`config.mk`:
```
export PLATFORM = sky130hd
export DESIGN_NAME = bsg_halfpod_reset_sequencer
export DESIGN_NICKNAME = d
export VERILOG_FILES = /design/src/rtl/bsg_halfpod_reset_sequencer_pkg.sv /design/src/rtl/bsg_halfpod_rseq_timer.sv /design/src/rtl/bsg_halfpod_reset_sequencer.sv
export SDC_FILE = /design/constraint.sdc
export NUM_CORES = 1
export LEC_CHECK = 0
export BUFFER_PORTS_ARGS = -buffer_cell sky130_fd_sc_hd__buf_4
export CAP_MARGIN = 20
export CORE_AREA = 2 2 45 47
export CTS_CLUSTER_DIAMETER = 100
export DETAILED_ROUTE_END_ITERATION = 6
export DIE_AREA = 0 0 47 49
export PLACE_DENSITY = 0.71
export SKIP_LAST_GASP = 1
export SLEW_MARGIN = 20
export SYNTH_ARGS = -nofsm -noshare
export SYNTH_HDL_FRONTEND = slang
export SYNTH_SLANG_ARGS = --single-unit
```
`constraint.sdc`:
```
create_clock -name clk_i -period 2.18 [get_ports clk_i]
set_clock_uncertainty 0.15 [all_clocks]
set_input_delay 0.436 -clock clk_i [delete_from_list [all_inputs] [get_ports clk_i]]
set_output_delay 0.436 -clock clk_i [all_outputs]
set_load 0.02 [all_outputs]
```
`src/rtl/bsg_halfpod_reset_sequencer_pkg.sv`:
```
// Shared types for the halfpod reset sequencer: FSM state encoding and the reset/disable bundle.
// rseq_decode gives the Moore output bundle for each state, with releases accumulating along the sequence.
package bsg_halfpod_reset_sequencer_pkg;

    typedef enum logic [2:0] {
        HOLD,
        DIS_OFF,
        TOKEN,
        UPLINK,
        DOWNLINK,
        DOWNSTREAM,
        DONE
    } bsg_halfpod_rseq_state_e;

    typedef struct packed {
        logic link_disable;
        logic token_reset;
        logic uplink_reset;
        logic downlink_reset;
        logic downstream_reset;
        logic core_reset;
    } bsg_halfpod_rseq_ctrl_s;

    localparam bsg_halfpod_rseq_ctrl_s rseq_hold_ctrl_lp = '{
        link_disable:     1'b1,
        token_reset:      1'b0,
        uplink_reset:     1'b1,
        downlink_reset:   1'b1,
        downstream_reset: 1'b1,
        core_reset:       1'b1
    };

    function automatic bsg_halfpod_rseq_ctrl_s rseq_decode(input bsg_halfpod_rseq_state_e s);
        bsg_halfpod_rseq_ctrl_s c;
        c = rseq_hold_ctrl_lp;
        case (s)
            DIS_OFF: begin
                c.link_disable = 1'b0;
            end
            TOKEN: begin
                c.link_disable = 1'b0;
                c.token_reset  = 1'b1;
            end
            UPLINK: begin
                c.link_disable = 1'b0;
                c.uplink_reset = 1'b0;
            end
            DOWNLINK: begin
                c.link_disable   = 1'b0;
                c.uplink_reset   = 1'b0;
                c.downlink_reset = 1'b0;
            end
            DOWNSTREAM: begin
                c.link_disable     = 1'b0;
                c.uplink_reset     = 1'b0;
                c.downlink_reset   = 1'b0;
                c.downstream_reset = 1'b0;
            end
            DONE: begin
                c.link_disable     = 1'b0;
                c.uplink_reset     = 1'b0;
                c.downlink_reset   = 1'b0;
                c.downstream_reset = 1'b0;
                c.core_reset       = 1'b0;
            end
            default: c = rseq_hold_ctrl_lp;
        endcase
        return c;
    endfunction

endpackage

```
`src/rtl/bsg_halfpod_rseq_timer.sv`:
```
// Loadable down-counter with zero flag; load wins over decrement, holds at zero.
// Latency: zero_o reflects the registered count; no backpressure.
module bsg_halfpod_rseq_timer #(
    parameter int width_p = 5
) (
    input  logic               clk_i,
    input  logic               reset_n_i,
    input  logic               load_i,
    input  logic [width_p-1:0] load_val_i,
    output logic               zero_o
);

    logic [width_p-1:0] cnt_q, cnt_d;

    always_comb begin
        cnt_d = cnt_q;
        if (load_i) begin
            cnt_d = load_val_i;
        end else if (cnt_q != '0) begin
            cnt_d = cnt_q - 1'b1;
        end
    end

    always_ff @(posedge clk_i) begin
        if (!reset_n_i) begin
            cnt_q <= '0;
        end else begin
            cnt_q <= cnt_d;
        end
    end

    assign zero_o = (cnt_q == '0);

endmodule

```
`src/rtl/bsg_halfpod_reset_sequencer.sv`:
```
// Ordered reset/disable release for a halfpod's SDR links and core, launched by a start_i rising edge.
// Latency: outputs registered, first change visible from the launch edge; launches while busy are dropped.
// Optional BSG_HALFPOD_RESET_SEQ_COUNT_EN adds seq_count_o, a wrapping count of completed sequences.
module bsg_halfpod_reset_sequencer
    import bsg_halfpod_reset_sequencer_pkg::*;
#(
    parameter int hold_cycles_p        = 16,
    parameter int token_pulse_cycles_p = 4
) (
    input  logic       clk_i,
    input  logic       reset_n_i,
    input  logic       start_i,
    output logic       link_disable_o,
    output logic       token_reset_o,
    output logic       uplink_reset_o,
    output logic       downlink_reset_o,
    output logic       downstream_reset_o,
    output logic       core_reset_o,
    output logic       busy_o,
    output logic       done_o
`ifdef BSG_HALFPOD_RESET_SEQ_COUNT_EN
    ,
    output logic [7:0] seq_count_o
`endif
);

    localparam int max_cycles_lp = (hold_cycles_p > token_pulse_cycles_p) ?
                                   hold_cycles_p : token_pulse_cycles_p;
    localparam int cnt_width_lp  = $clog2(max_cycles_lp + 1);

    bsg_halfpod_rseq_state_e state_q, state_d;
    bsg_halfpod_rseq_ctrl_s  ctrl_q, ctrl_d;
    logic                    start_q, start_d;
    logic                    relaunch_q, relaunch_d;
    logic                    busy_q, busy_d;
    logic                    done_q, done_d;
    logic                    launch;
    logic                    cnt_zero;
    logic                    cnt_load;
    logic [cnt_width_lp-1:0] cnt_load_val;

    always_comb begin
        start_d    = start_i;
        launch     = start_i & ~start_q;
        state_d    = state_q;
        relaunch_d = relaunch_q;

        case (state_q)
            HOLD: begin
                if (relaunch_q || launch) begin
                    state_d    = DIS_OFF;
                    relaunch_d = 1'b0;
                end
            end
            DIS_OFF:    if (cnt_zero) state_d = TOKEN;
            TOKEN:      if (cnt_zero) state_d = UPLINK;
            UPLINK:     if (cnt_zero) state_d = DOWNLINK;
            DOWNLINK:   if (cnt_zero) state_d = DOWNSTREAM;
            DOWNSTREAM: if (cnt_zero) state_d = DONE;
            DONE: begin
                // Re-run passes through one cycle of HOLD so every reset re-asserts.
                if (launch) begin
                    state_d    = HOLD;
                    relaunch_d = 1'b1;
                end
            end
            default: state_d = HOLD;
        endcase

        cnt_load = (state_d != state_q);
        case (state_d)
            TOKEN:      cnt_load_val = cnt_width_lp'(token_pulse_cycles_p - 1);
            HOLD, DONE: cnt_load_val = '0;
            default:    cnt_load_val = cnt_width_lp'(hold_cycles_p - 1);
        endcase

        ctrl_d = rseq_decode(state_d);
        busy_d = (state_d != HOLD) && (state_d != DONE);
        done_d = (state_d == DONE);
    end

    always_ff @(posedge clk_i) begin
        if (!reset_n_i) begin
            state_q    <= HOLD;
            start_q    <= 1'b0;
            relaunch_q <= 1'b0;
            ctrl_q     <= rseq_hold_ctrl_lp;
            busy_q     <= 1'b0;
            done_q     <= 1'b0;
        end else begin
            state_q    <= state_d;
            start_q    <= start_d;
            relaunch_q <= relaunch_d;
            ctrl_q     <= ctrl_d;
            busy_q     <= busy_d;
            done_q     <= done_d;
        end
    end

    bsg_halfpod_rseq_timer #(
        .width_p (cnt_width_lp)
    ) timer (
        .clk_i      (clk_i),
        .reset_n_i  (reset_n_i),
        .load_i     (cnt_load),
        .load_val_i (cnt_load_val),
        .zero_o     (cnt_zero)
    );

`ifdef BSG_HALFPOD_RESET_SEQ_COUNT_EN
    logic [7:0] seq_count_q, seq_count_d;

    always_comb begin
        seq_count_d = seq_count_q;
        if (state_q == DOWNSTREAM && state_d == DONE) begin
            seq_count_d = seq_count_q + 8'd1;
        end
    end

    always_ff @(posedge clk_i) begin
        if (!reset_n_i) begin
            seq_count_q <= '0;
        end else begin
            seq_count_q <= seq_count_d;
        end
    end

    assign seq_count_o = seq_count_q;
`endif

    assign link_disable_o     = ctrl_q.link_disable;
    assign token_reset_o      = ctrl_q.token_reset;
    assign uplink_reset_o     = ctrl_q.uplink_reset;
    assign downlink_reset_o   = ctrl_q.downlink_reset;
    assign downstream_reset_o = ctrl_q.downstream_reset;
    assign core_reset_o       = ctrl_q.core_reset;
    assign busy_o             = busy_q;
    assign done_o             = done_q;

endmodule

```
==> results.cfg <==
[run_status]
status = completed

[sta]
setup_viol = 0
finalSetupTns_ns = 0
period_minus_slack_ns = 2.052
rsz0062_at_grt = no
fmax_mhz = 487.2
slew_headroom_pct = 69.70
slew_viol_final = 0
worstMarginPinSlew_ns = 0.4497
fin_crit_sh_pct = 94.14
hold_violations = 0

[critical_path]
ff2ff_path_depth = 6
worstSetupEndpointType = flip-flop
worst_setup_path_start_kind = flip-flop
crit_required_ns = 2.21
crit_type = reg2reg
arrival_ns = 2.08
r2r_end = downstream_reset_o$_SDFF_PN1_
timing.rr.start = timer.cnt_q[0]$_SDFFE_PN0P_
cp_max_fo = 7
r2r_slack_ns = 0.13

[floorplanning]
initial_core_util_pct = 47.28
io_pins = 11
die_w_um = 47
std_cell_rows = 16
dieArea_um2 = 2303
die_h_um = 49
core_area_um2 = 1842

[yosys]
synth.avg_cell_area_um2 = 8.708
synth_fp_nets = 105
ys_warn_count = 0
async_flop_share_pct = 0
synth.cell_area_um2 = 870.8
synth_ff_type = dfxtp_1
synthCells = 100
synth_cell_type_count = 34
ys_seq_elements = 18
synth-edff-count = 0
ys_seq_area_share_pct = 41.38

[routing]
drc = 0
vias_per_cell = 5.542
antenna_left = 0
wl_um = 1765
firstDrtPassIters = 4
drtIter0Drc = 28
vias = 787
drt-wirelength-per-cell_um = 12.43

[global_route]
grt_usage_pct = 17.93
overflow = 0
grt_pass1_wl_um = 3049
grt_max_degree = 17
grt_pass1_vias = 669
grt_antenna_before_repair = 0

[hold_path]
min_path_cells = 2
min_path_type = in2reg
holdPathEnd = start_q$_SDFF_PN0_
hp-start = start_i

[finish]
largest_reg_flops = 5
top_regs = timer.cnt_q (5), state_q (3)
regMostFlops = timer.cnt_q
finish.net_count = 121
diodes = 0
nFillCells = 186
drive_gt1_share_pct = 24.35
area_growth_pct = 20.26

[power]
p_leak_nw = 0.4250
ir_worst_vdd_v = 0.0007362
p_per_area_nw_per_um2 = 1175
total_power_mw = 1.230

[place]
routabilityCongestion = 0.8653
post-dp-hpwl_um = 1236
port_buffers = 10

[clock_network]
clk_latency_ns = 0.29
htree_levels = 1
cts_sinks = 18
root_buffer = clkbuf_4
cts_tree = yes
clkTransAtPathRegs_ns = 0.10
cts_buffer_depth = 2
cts_hold_buf = 0
cts_buffers = 3

[flow_run]
drv_cap = 0
-- worst max-delay path: stages, from the launching register on --
cell and delay [ns]:
dfxtp_1 0.34, inv_2 0.08, ha_2 0.19, nor4b_4 0.38
and2_4 0.24, a22oi_2 0.06, or4_1 0.50
-- what timing repair did --
item | 4_1_cts | 5_1_grt
buffers inserted | 0 | 2
endpoints found under the setup margin | 0 | 3
resized for setup | 0 | 2
-- power by group --
| group | switching [mW] | internal [mW] |
|---|---|---|
| Clock | 0.101 | 0.102 |
| Combinational | 0.258 | 0.283 |
| Sequential | 0.0912 | 0.395 |
| Total | 0.450 | 0.780 |
-- kinds of logic (layout without fill, tap and decap cells) --
group | Yosys count | count (layout) | share of synthesized area [%]
adder cells (fa/ha/maj) | 2 | 2 | 2.873
XOR/XNOR | 4 | 4 | 4.024
buffers and inverters | 9 | 24 | 4.023
flip-flops | 18 | 18 | 41.38
AND/OR/NAND/NOR | 40 | 40 | 27.73
AO/OA/AOI/OAI | 27 | 27 | 19.97
-- cell usage in the layout, fill, tap and decap left out --
cell type	n
a2111oi_0	1
a211oi_1	2
a21boi_0	2
a21o_1	1
a21oi_1	5
a22oi_2	1
a31oi_1	2
and2_1	1
and2_4	1
and3_1	3
buf_4	17
clkbuf_4	3
clkbuf_8	1
dfxtp_1	18
ha_1	1
ha_2	1
inv_1	2
inv_2	1
nand2_1	7
nand2b_1	3
nand3_1	4
nand4_1	1
nor2_1	5
nor2b_1	2
nor3_1	5
nor3b_1	1
nor4b_4	1
o21ai_0	8
o21bai_1	3
o22a_1	1
o22ai_1	1
or3_1	1
or3b_2	2
or4_1	2
or4b_1	1
xnor2_1	1
xor2_1	3
-- area by class of cell --
type / instances / area [µm²] / share of cell area, %
multi-input cells: 73 / 478.0 / 45.64
flip-flops and latches: 18 / 360.3 / 34.41
repair buffers: 17 / 127.6 / 12.19
clock buffers: 4 / 36.28 / 3.465
well taps: 27 / 33.78 / 3.226
inverters: 3 / 11.26 / 1.075
-- synthesized netlist by cell type (3+ instances only) --
| cell | number | share of area, % |
|---|---|---|
| nor2_1 | 5 | 2.2 |
| dfxtp_1 | 18 | 41 |
| xor2_1 | 3 | 3.0 |
| inv_1 | 3 | 1.3 |
| nand3_1 | 4 | 2.3 |
| nand2b_1 | 3 | 2.2 |
| o21ai_0 | 8 | 4.6 |
| a21oi_1 | 5 | 2.9 |
| nor3_1 | 5 | 2.9 |
| and3_1 | 3 | 2.2 |
| o21bai_1 | 3 | 2.6 |
| clkbuf_1 | 5 | 2.2 |
| nand2_1 | 7 | 3.0 |
-- metrics by stage --
stage | area (µm²) | cells | setup WS (ns) | util [%] | hold WS [ns]
after global placement | 993.5 | 136 | 0.09989 | 53.94 | 0.3518
after global routing | 1047 | 142 | 0.03145 | 56.86 | 0.2065
after CTS | 1030 | 140 | 0.06715 | 55.91 | 0.2122
after floorplan | 870.8 | 100 | 0.2129 | - | 0.3353
after detailed placement | 993.5 | 136 | 0.1088 | 53.94 | 0.3600
final | 1047 | 142 | 0.1277 | 56.86 | 0.2115
-- how the worst max path moves through the flow --
stage,startpoint,end,slack [ns],cells past startpoint
detailed placement,timer.cnt_q[0]$_SDFFE_PN0P_,downstream_reset_o$_SDFF_PN1_,0.11,6
floorplan,timer.cnt_q[0]$_SDFFE_PN0P_,downstream_reset_o$_SDFF_PN1_,0.21,6
global placement,timer.cnt_q[0]$_SDFFE_PN0P_,downstream_reset_o$_SDFF_PN1_,0.1,6
CTS,timer.cnt_q[0]$_SDFFE_PN0P_,downstream_reset_o$_SDFF_PN1_,0.07,6
finish,timer.cnt_q[0]$_SDFFE_PN0P_,downstream_reset_o$_SDFF_PN1_,0.13,6
global route,timer.cnt_q[0]$_SDFFE_PN0P_,downstream_reset_o$_SDFF_PN1_,0.03,6
-- per-layer routing --
layer  GRT usage, %  share of wire [%]
met5              0                  0
met4          5.556                1.8
met3          3.333                5.1
met2          24.66                 46
met1          27.82                 47
(Power assumes the default switching activity.)
